$ cat src/rtl/btn_event_queue.sv
// btn_event_queue: synchronises and debounces N_BTN raw buttons, turns each
// debounced press into a one-word event and queues the events in a
// first-word-fall-through FIFO that the CPU pops one at a time.
// Optional build macro BTN_RELEASE_EN: debounced releases also queue an event,
// with bit ID_W of the event word set.
module btn_event_queue #(
  parameter int N_BTN     = 5,
  parameter int DB_CYCLES = 16,
  parameter int DEPTH     = 8,
  parameter int DATA_W    = 26
) (
  input  logic                   clk,
  input  logic                   rst_n,
  input  logic [N_BTN-1:0]       btn,
  input  logic                   pop,
  output logic [DATA_W-1:0]      rd_data,
  output logic                   valid,
  output logic [$clog2(DEPTH):0] count,
  output logic                   overflow,
  input  logic                   clr_ovf
);

  localparam int CNT_W = $clog2(DB_CYCLES);
  localparam int ID_W  = (N_BTN > 1) ? $clog2(N_BTN) : 1;
  localparam int AW    = $clog2(DEPTH);
  localparam int PTR_W = AW + 1;
`ifdef BTN_RELEASE_EN
  localparam int EV_W  = ID_W + 1;
`else
  localparam int EV_W  = ID_W;
`endif

  logic [N_BTN-1:0] sync1, sync2, stable;
  logic [CNT_W-1:0] cnt [N_BTN];
  logic [N_BTN-1:0] accept;
  logic [N_BTN-1:0] rise;
  logic [N_BTN-1:0] pend_press;
  logic [N_BTN-1:0] clr_press;
`ifdef BTN_RELEASE_EN
  logic [N_BTN-1:0] fall;
  logic [N_BTN-1:0] pend_rel;
  logic [N_BTN-1:0] clr_rel;
`endif

  logic             push;
  logic [EV_W-1:0]  push_ev;
  logic [EV_W-1:0]  mem [DEPTH];
  logic [PTR_W-1:0] wptr, rptr;
  logic             full;
  logic             pop_ok;
  logic             push_ok;
  logic             drop;

  // Two-flop synchroniser for the asynchronous button levels.
  always_ff @(posedge clk or negedge rst_n) begin
    if (!rst_n) begin
      sync1 <= '0;
      sync2 <= '0;
    end else begin
      sync1 <= btn;
      sync2 <= sync1;
    end
  end

  // A button's synchronised level is accepted on its DB_CYCLES-th consecutive disagreeing cycle.
  always_comb begin
    accept = '0;
    for (int unsigned i = 0; i < N_BTN; i++) begin
      accept[i] = (sync2[i] != stable[i]) && (cnt[i] == CNT_W'(DB_CYCLES - 1));
    end
  end

  assign rise = accept & sync2;
`ifdef BTN_RELEASE_EN
  assign fall = accept & ~sync2;
`endif

  // Debounce counters and accepted stable levels.
  always_ff @(posedge clk or negedge rst_n) begin
    if (!rst_n) begin
      stable <= '0;
      for (int unsigned i = 0; i < N_BTN; i++) begin
        cnt[i] <= '0;
      end
    end else begin
      for (int unsigned i = 0; i < N_BTN; i++) begin
        if (sync2[i] == stable[i]) begin
          cnt[i] <= '0;
        end else if (accept[i]) begin
          stable[i] <= sync2[i];
          cnt[i]    <= '0;
        end else begin
          cnt[i] <= cnt[i] + CNT_W'(1);
        end
      end
    end
  end

  // Pick one pending request per cycle: presses first, then releases, lowest index first.
  always_comb begin
    push      = 1'b0;
    push_ev   = '0;
    clr_press = '0;
`ifdef BTN_RELEASE_EN
    clr_rel   = '0;
`endif
    for (int unsigned i = 0; i < N_BTN; i++) begin
      if (!push && pend_press[i]) begin
        push                = 1'b1;
        push_ev[ID_W-1:0]   = ID_W'(i);
        clr_press[i]        = 1'b1;
      end
    end
`ifdef BTN_RELEASE_EN
    for (int unsigned i = 0; i < N_BTN; i++) begin
      if (!push && pend_rel[i]) begin
        push                = 1'b1;
        push_ev[ID_W-1:0]   = ID_W'(i);
        push_ev[ID_W]       = 1'b1;
        clr_rel[i]          = 1'b1;
      end
    end
`endif
  end

  // Pending masks: the served bit clears, a new edge sets (a repeat edge merges).
  always_ff @(posedge clk or negedge rst_n) begin
    if (!rst_n) begin
      pend_press <= '0;
`ifdef BTN_RELEASE_EN
      pend_rel   <= '0;
`endif
    end else begin
      pend_press <= (pend_press & ~clr_press) | rise;
`ifdef BTN_RELEASE_EN
      pend_rel   <= (pend_rel & ~clr_rel) | fall;
`endif
    end
  end

  assign count   = wptr - rptr;
  assign valid   = (count != '0);
  assign full    = (count == PTR_W'(DEPTH));
  assign pop_ok  = pop & valid;
  // When full, a simultaneous pop frees the slot the push lands in.
  assign push_ok = push & (~full | pop_ok);
  assign drop    = push & full & ~pop_ok;

  // FIFO storage and pointers.
  always_ff @(posedge clk or negedge rst_n) begin
    if (!rst_n) begin
      wptr <= '0;
      rptr <= '0;
      for (int unsigned i = 0; i < DEPTH; i++) begin
        mem[i] <= '0;
      end
    end else begin
      if (push_ok) begin
        mem[wptr[AW-1:0]] <= push_ev;
        wptr              <= wptr + PTR_W'(1);
      end
      if (pop_ok) begin
        rptr <= rptr + PTR_W'(1);
      end
    end
  end

  // Sticky overflow; a drop in the same cycle as a clear keeps it set.
  always_ff @(posedge clk or negedge rst_n) begin
    if (!rst_n) begin
      overflow <= 1'b0;
    end else if (drop) begin
      overflow <= 1'b1;
    end else if (clr_ovf) begin
      overflow <= 1'b0;
    end
  end

  // Head word, zero-extended, forced to 0 when empty.
  always_comb begin
    rd_data = '0;
    if (valid) begin
      rd_data = DATA_W'(mem[rptr[AW-1:0]]);
    end
  end

endmodule

$ cat config.mk
export PLATFORM = sky130hd
export DESIGN_NAME = btn_event_queue
export DESIGN_NICKNAME = d
export VERILOG_FILES = /design/src/rtl/btn_event_queue.sv
export SDC_FILE = /design/constraint.sdc
export NUM_CORES = 1
export LEC_CHECK = 0
export CORE_MARGIN = 2
export CORE_UTILIZATION = 60
export CTS_BUF_LIST = sky130_fd_sc_hd__clkbuf_16
export DETAILED_ROUTE_END_ITERATION = 8
export GPL_TIMING_DRIVEN = 0
export PLACE_DENSITY = 0.94
export SYNTH_ARGS = -nofsm -noshare
export SYNTH_HDL_FRONTEND = slang
export SYNTH_SLANG_ARGS = --single-unit
$ cat constraint.sdc
create_clock -name clk -period 4.3 [get_ports clk]
set_input_delay 0.43 -clock clk [delete_from_list [all_inputs] [get_ports clk]]
set_output_delay 0.43 -clock clk [all_outputs]
set_load 0.005 [all_outputs]
==> flow_metrics.py, run 1 <==
metrics = {
    "clock_network": {
        "post-cts-setup-buffers": 0,
        "cts_root_buf": "clkbuf_16",
        "cts_buffers": 9,
        "htree_levels": 3,
        "cts_resized": 0,
        "cts_max_path_buffers": 2,
        "clkTransAtPathRegs_ns": 0.06,
        "clk-insertion-delay-late_ns": 0.33,
        "cts.sinks": 73,
        "ctsHoldBuffers": 0,
        "cts_tree": "done",
    },
    "power_and_ir_drop": {
        "switching_share_pct": 28.0,
        "p_int_mw": 1.47,
        "power_density_nw_per_um2": 491,
        "clkPwrFrac_pct": 38.7,
        "p_sw_uw": 573,
        "leakagePower_nw": 1.87,
        "design_power_total_mw": 2.05,
        "comb_power_share_pct": 24.2,
        "power_frac_seq_pct": 37.1,
        "peakVddDrop_mv": 0.421,
    },
    "synth": {
        "yosys_warnings": 0,
        "ys_ff_latch": 73,
        "ys_async_sr_fraction_pct": 100,
        "post_synth.cell_area_avg_um2": 11.7,
        "synth-edff-count": 0,
        "syn_area_um2": 3510,
        "synth_seq_area_share_pct": 52.1,
        "ys.flop_type": "dfrtp_1",
        "ys_types": 48,
        "syn_inst": 300,
    },
    "min_path": {
        "hold_class": "input pin to async pin",
    },
    "place": {
        "dp_slack_ns": 1.17,
        "dp_cells": 411,
        "dpl_cell_area_um2": 3850,
        "io_buffer_count": 17,
        "gp_congestion": 0.879,
        "dp_hpwl_um": 4800,
    },
    "critical_path": {
        "critPathCaptureType": "primary output",
        "reg2reg_depth": 7,
        "worst_setup_path_start_kind": "flip-flop",
        "cp.required_ns": 3.87,
        "crit_type": "flip-flop to primary output",
        "critPathMaxFanout": 9,
        "crit_arrival_ns": 3.14,
    },
    "layout": {
        "antenna_cells": 0,
        "syn2layout_area_growth_pct": 18.8,
        "stdcell_count": 427,
        "nets": 370,
        "layout_common_cells": "dfrtp_1, buf_4, conb_1",
        "final_cell_area_um2": 4170,
        "drive_above_1_share_pct": 16.9,
        "layout_commonest_cell": "dfrtp_1",
    },
    "timing": {
        "final.setup_skew_ns": 0.00461,
        "rsz0062_at_grt": "false",
        "finalHoldViolCount": 0,
        "setup_slack_ns": 0.727,
        "maxSlewHeadroom_pct": 41.5,
        "setup_viol": 0,
        "tightest_slew_ns": 0.878,
        "setup-tns-final_ns": 0,
        "fin_crit_ns": 3.57,
        "max_freq_mhz": 280,
        "slew_viol_final": 0,
        "post-route-period-util_pct": 83.1,
    },
    "global_routing": {
        "grt_max_degree": 74,
        "grt_usage_pct": 25.1,
        "gr-total-overflow": 0,
        "grt_pass1_vias": 2545,
        "grt_pass1_wl_um": 12000,
        "antenna_found_initial": 0,
    },
    "detailed_routing": {
        "wirelength_um": 7130,
        "num_vias": 2479,
        "wl_per_cell_um": 16.7,
        "dr.pass1.iters": 5,
        "drt_iter0_markers": 290,
        "drc": 0,
        "postRouteAntennaNets": 0,
        "viasPerCell": 5.81,
    },
    "floorplan": {
        "dieArea_um2": 6470,
        "initial_core_util_pct": 62.9,
        "rows": 27,
        "dieHeight_um": 80.5,
        "io_pins": 41,
        "die_w_um": 80.5,
        "core_area_um2": 5570,
    },
    "status": {
        "status": "complete, no violations",
    },
    "job": {
        "maxCapViolations": 0,
    },
}
[area by class of cell]
class,count,area [um^2]
repair buffers,17,168
clock buffers,9,225
flip-flops and latches,73,1830
multi-input cells,202,1480
clock inverters,7,95.1
fillers,360,1410
well taps,72,90.1
plain buffers,30,215
inverters,17,63.8
[worst paths after layout]
kind,start,endpoint,slack (ns)
worst min register to register,sync1[4],sync2[4],0.34
worst min-delay path,rst_n,mem[21],0.23
min in group clk,sync1[4],sync2[4],0.34
max in group asynchronous,rst_n,pend_press[1],3.51
worst max-delay path,rptr[1],rd_data[0],0.73
worst max register to register,rptr[1],mem[5],1.48
[synthesized netlist by cell type (5+ instances only)]
cell	instances	share of area, %
nand3_1	11	1.6
nor3b_1	6	1.3
nor2_1	15	1.6
a21oi_1	14	2.0
nand4_1	5	0.89
buf_4	23	4.9
inv_1	16	1.7
dfrtp_1	73	52
xnor2_1	17	4.2
nand2b_1	5	0.89
ha_1	10	3.6
nor2b_1	7	1.2
o2bb2ai_1	12	3.0
nand2_1	16	1.7
o21ai_0	9	1.3
a22o_1	11	2.7
mux4_2	6	3.9
[routing by layer]
layer | up-vias | share of wire (%) | global-route usage (%) | wire length (um)
met2 | 113 | 53 | 43.6 | 3810
met3 | 10 | 7.0 | 7.42 | 502
met5 | - | 0 | 0 | 0
met4 | 0 | 1.1 | 8.31 | 82
li1 | 1130 | - | - | -
met1 | 1226 | 38 | 29.8 | 2730
[sequential cells by signal, indices dropped and copies added, names as in the netlist]
register and count:
rptr 4, sync2 5, overflow 1, pend_press 5, mem 24, wptr 4, stable 5, sync1 5
cnt 20
[cells by family after synthesis]
| family | after synthesis | synth area share, % |
|---|---|---|
| AND/OR/NAND/NOR | 78 | 12.7 |
| flip-flops | 73 | 52.1 |
| AO/OA/AOI/OAI | 61 | 13.0 |
| buffers and inverters | 47 | 7.96 |
| XOR/XNOR | 18 | 4.50 |
| adder cells (fa/ha/maj) | 11 | 4.14 |
| multiplexers | 11 | 5.46 |
| other | 1 | 0.107 |
[power by group through the flow]
stage	Combinational [mW]	Clock (mW)	Sequential, mW
6_report	0.495	0.793	0.760
5_1_grt	0.547	0.835	0.765
4_1_cts	0.493	0.801	0.760
3_5_place_dp	0.482	0	0.771
3_3_place_gp	0.466	0	0.768
2_1_floorplan	0.325	0	0.761
[worst max-delay path, stage by stage (launching register included)]
cell	delay (ns)
dfrtp_1	0.35
clkbuf_1	0.39
inv_1	0.16
fa_1	0.57
or3_1	0.51
nor2_1	0.29
a21oi_1	0.09
clkdlybuf4s50_1	0.46
[through the flow]
step / hold slack (ns) / util [%]
after floorplan: 0.134 / -
after global placement: 0.332 / 69.1
after detailed placement: 0.336 / 69.0
after CTS: 0.266 / 74.8
after global routing: 0.318 / 74.8
final: 0.225 / 74.8
No activity file was read; power rests on OpenSTA's default activity.
==> inputs of run 2 (changes only) <==
- CORE_UTILIZATION: 60 -> 56
- PLACE_DENSITY: 0.94 -> 0.89
- clock period: 4.3 -> 3.7 ns (I/O delays scaled with it)
==> flow_metrics.py, run 2 (synthesis results as in run 1) <==
metrics = {
    "status": {
        "status": "complete, no violations",
    },
    "clock_network": {
        "cts_max_path_buffers": 2,
        "post-cts-setup-buffers": 0,
        "cts_root_buf": "clkbuf_16",
        "cts_tree": "done",
        "cts_resized": 0,
        "cts_buffers": 9,
        "htree_levels": 3,
        "clkTransAtPathRegs_ns": 0.06,
        "clk-insertion-delay-late_ns": 0.34,
        "ctsHoldBuffers": 0,
        "cts.sinks": 73,
    },
    "floorplan": {
        "core_area_um2": 5990,
        "io_pins": 41,
        "die_w_um": 83.1,
        "dieHeight_um": 83.1,
        "initial_core_util_pct": 58.5,
        "dieArea_um2": 6910,
        "rows": 28,
    },
    "layout": {
        "syn2layout_area_growth_pct": 19.0,
        "regMostFlops": "mem",
        "antenna_cells": 0,
        "largest_register_ffs": 24,
        "nets": 369,
        "layout_common_cells": "dfrtp_1, buf_4, conb_1",
        "top_regs": "mem (24), cnt (20)",
        "layout_commonest_cell": "dfrtp_1",
        "utilization_pct": 69.7,
        "drive_above_1_share_pct": 17.2,
    },
    "place": {
        "dp_hpwl_um": 4850,
        "io_buffer_count": 17,
        "gp_congestion": 0.889,
    },
    "timing": {
        "finalHoldViolCount": 0,
        "rsz0062_at_grt": "false",
        "whs_ns": 0.153,
        "setup_viol": 0,
        "post-route-period-util_pct": 91.4,
        "final.setup_skew_ns": 0.00755,
        "slew_viol_final": 0,
        "fin_crit_ns": 3.38,
        "setup-tns-final_ns": 0,
        "tightest_slew_ns": 0.885,
        "maxSlewHeadroom_pct": 41.0,
        "max_freq_mhz": 296,
    },
    "detailed_routing": {
        "drc": 0,
        "drt_iter0_markers": 304,
        "wirelength_um": 6990,
        "wl_per_cell_um": 16.3,
        "dr.pass1.iters": 5,
        "postRouteAntennaNets": 0,
        "viasPerCell": 5.68,
        "num_vias": 2438,
    },
    "global_routing": {
        "grt_pass1_wl_um": 12000,
        "met1_usage_pct": 26.8,
        "met2_usage_pct": 37.4,
        "grt_usage_pct": 22.1,
        "antenna_found_initial": 0,
        "globalRouteMet3Util_pct": 4.37,
        "gr-total-overflow": 0,
        "grt_max_degree": 74,
        "busiest_layer": "met2",
        "grt_pass1_vias": 2469,
    },
    "critical_path": {
        "r2r_slack_ns": 0.95,
        "critPathMaxFanout": 5,
        "reg2reg_from": "wptr[0]",
        "worst_setup_path_start_kind": "flip-flop",
        "crit_type": "flip-flop to primary output",
        "crit_arrival_ns": 3.01,
        "critPathCaptureType": "primary output",
        "reg2reg_depth": 9,
        "worstReg2RegEnd": "mem[2]",
        "cp.required_ns": 3.33,
    },
    "power_and_ir_drop": {
        "peakVddDrop_mv": 0.511,
        "leakagePower_nw": 1.88,
        "design_power_total_mw": 2.39,
        "power_density_nw_per_um2": 572,
    },
    "min_path": {
        "hold_class": "input pin to async pin",
    },
    "job": {
        "maxCapViolations": 0,
    },
}
## run 2: cell types whose count changed in the layout (fill, tap and decap cells not counted)
cell	previous run	this run
clkinv_1	1	0
clkinvlp_4	3	2
inv_6	0	2
clkbuf_1	4	3
## run 2: worst max-delay path: stages (launching register included)
cell,delay (ns)
dfrtp_1,0.43
inv_1,0.16
ha_1,0.20
inv_1,0.06
fa_1,0.52
or3_1,0.52
nor2_1,0.27
a21oi_1,0.07
clkdlybuf4s50_1,0.46
## run 2: how the worst max path moves through the flow
stage               depth (start not counted)  slack (ns)  startpoint          to
floorplan                                   7        1.27     rptr[1]      mem[5]
global placement                            1       -0.08       rst_n     rptr[1]
detailed placement                          7        0.56     rptr[1]  rd_data[1]
CTS                                         7        0.17     rptr[1]  rd_data[1]
global route                                9        0.12     wptr[0]       valid
finish                                      8        0.32     wptr[0]  rd_data[2]
## run 2: final cells by class
class	count	area (um^2)
clock inverters	7	101
repair buffers	17	168
well taps	75	93.8
fillers	418	1820
flip-flops and latches	73	1830
inverters	17	63.8
clock buffers	9	225
multi-input cells	202	1480
plain buffers	29	211
## run 2: metal layers
metal | part of all wire (%) | wire [um]
met5 | 0 | 0
met4 | 3.0 | 210
met3 | 6.5 | 456
met2 | 51 | 3570
met1 | 39 | 2750
## run 2: report_power, final
| group | internal (mW) | total [mW] | switching (mW) |
|---|---|---|---|
| combinational | 0.282 | 0.549 | 0.267 |
| sequential | 0.841 | 0.903 | 0.0626 |
| clock | 0.595 | 0.937 | 0.341 |
| total | 1.72 | 2.39 | 0.671 |
## run 2: metrics by stage
stage               cells  setup WS (ns)  cell area, um^2
floorplan             322           1.27             3590
global placement      414        -0.0773             3850
detailed placement    414          0.560             3850
CTS                   430          0.173             4180
global route          429          0.121             4170
finish                429          0.319             4170
==> inputs of run 3 (changes only) <==
- CORE_MARGIN: 2 -> unset
- HOLD_SLACK_MARGIN: unset -> 0.03
==> flow_metrics.py, run 3 (synthesis results as in run 1) <==
metrics = {
    "power_and_ir_drop": {
        "leakagePower_nw": 1.86,
        "switching_share_pct": 29.2,
        "clkPwrFrac_pct": 34.2,
        "comb_power_share_pct": 24.8,
        "power_frac_seq_pct": 41.0,
        "peakVddDrop_mv": 0.439,
        "p_sw_uw": 643,
        "power_density_nw_per_um2": 537,
        "p_int_mw": 1.56,
    },
    "critical_path": {
        "slowest_delay_ns": 0.61,
        "critical_path_depth": 7,
        "path_buf_inv": 2,
        "crit_chain": "inv_1 > fa_1 > xor2_1 > or3_1 > nor2_1 > a21oi_1 > clkdlybuf4s50_1",
        "reg2reg_depth": 6,
        "crit_arrival_ns": 3.01,
        "worst_setup_path_start_kind": "flip-flop",
        "critPathMaxFanout": 10,
        "crit_type": "flip-flop to primary output",
        "critPathCaptureType": "primary output",
        "cpMaxStageDelayCell": "dfrtp_1",
        "r2r_slack_ns": 1.05,
        "cp_top_family": "buffers and inverters",
        "cp.required_ns": 3.33,
    },
    "detailed_routing": {
        "num_vias": 2436,
        "drc": 0,
        "postRouteAntennaNets": 0,
        "drt_iter0_markers": 259,
        "dr.pass1.iters": 4,
        "wl_per_cell_um": 15.9,
        "viasPerCell": 5.68,
        "wirelength_um": 6840,
    },
    "clock_network": {
        "post-cts-setup-buffers": 0,
        "clkTransAtPathRegs_ns": 0.06,
        "cts_max_path_buffers": 2,
        "cts_root_buf": "clkbuf_16",
        "cts_buffers": 9,
        "clk-insertion-delay-late_ns": 0.34,
        "cts_tree": "done",
        "cts.sinks": 73,
        "cts_resized": 0,
        "ctsHoldBuffers": 0,
        "htree_levels": 3,
    },
    "timing": {
        "max_freq_mhz": 296,
        "finalHoldViolCount": 0,
        "setup-tns-final_ns": 0,
        "final.setup_skew_ns": 0.00722,
        "maxSlewHeadroom_pct": 41.8,
        "rsz0062_at_grt": "false",
        "whs_ns": 0.154,
        "post-route-period-util_pct": 91.4,
        "slew_viol_final": 0,
        "tightest_slew_ns": 0.872,
        "setup_viol": 0,
        "fin_crit_ns": 3.38,
    },
    "floorplan": {
        "rows": 28,
        "core_area_um2": 5990,
        "io_pins": 41,
        "initial_core_util_pct": 58.5,
        "dieArea_um2": 6580,
        "die_w_um": 81.1,
        "dieHeight_um": 81.1,
    },
    "global_routing": {
        "met1_usage_pct": 28.8,
        "grt_pass1_wl_um": 11500,
        "globalRouteMet3Util_pct": 8.43,
        "grt_max_degree": 74,
        "antenna_found_initial": 0,
        "gr-total-overflow": 0,
        "grt_pass1_vias": 2427,
        "grt_usage_pct": 24.3,
        "met2_usage_pct": 39.5,
        "busiest_layer": "met2",
    },
    "layout": {
        "stdcell_count": 429,
        "layout_common_cells": "dfrtp_1, buf_4, conb_1",
        "drive_above_1_share_pct": 15.8,
        "regMostFlops": "mem",
        "antenna_cells": 0,
        "largest_register_ffs": 24,
        "layout_commonest_cell": "dfrtp_1",
        "syn2layout_area_growth_pct": 17.0,
        "top_regs": "mem (24), cnt (20)",
        "nets": 369,
    },
    "place": {
        "gp_congestion": 0.878,
        "dp_hpwl_um": 4740,
        "io_buffer_count": 17,
        "dp_cells": 414,
    },
    "job": {
        "maxCapViolations": 0,
    },
    "min_path": {
        "hold_class": "input pin to async pin",
    },
    "status": {
        "status": "complete, no violations",
    },
}
## run 3: power groups by stage
stage	Combinational (mW)	Clock, mW	Sequential (mW)
detailed placement	0.569	0	0.899
CTS	0.577	0.762	0.885
finish	0.547	0.754	0.904
floorplan	0.378	0	0.885
global route	0.607	0.804	0.909
global placement	0.547	0	0.892
## run 3: final timing paths
check,start,to
setup / recovery,rptr[1],rd_data[2]
hold / removal,rst_n,mem[18]
setup reg to reg,rptr[1],mem[5]
hold reg to reg,sync1[0],sync2[0]
max in group asynchronous,rst_n,sync2[0]
min in group clk,sync1[0],sync2[0]
## run 3: routing by layer
layer  wire length, um  vias to the layer above  share of wire, %
met2              3420                       96                50
met3               457                       23               6.7
met5                 0                        -                 0
li1                  -                     1120                 -
met1              2740                     1197                40
met4               212                        0               3.1
## run 3: worst register-to-register path, delay by kind of cell (launching register included)
| family | cells | cell delay (ns) |
|---|---|---|
| simple gates | 2 | 0.74 |
| flops | 1 | 0.61 |
| fa+ha+maj | 1 | 0.56 |
| compound gates | 2 | 0.47 |
| buf+inv | 1 | 0.16 |
## run 3: per-stage QoR
stage	power (mW)	instance area (um^2)	setup slack, ns	utilization [%]
detailed placement	1.47	3850	0.496	64.3
global placement	1.44	3850	-0.121	64.3
CTS	2.22	4110	0.0998	68.6
global route	2.32	4100	0.110	68.5
finish	2.20	4100	0.319	68.5
floorplan	1.26	3590	1.27	-
## run 3: final cells by class
class | count | area (um^2)
plain buffers | 29 | 211
clock buffers | 9 | 225
clock inverters | 7 | 31.3
fillers | 418 | 1890
inverters | 17 | 63.8
multi-input cells | 202 | 1480
flip-flops and latches | 73 | 1830
well taps | 75 | 93.8
repair buffers | 17 | 168
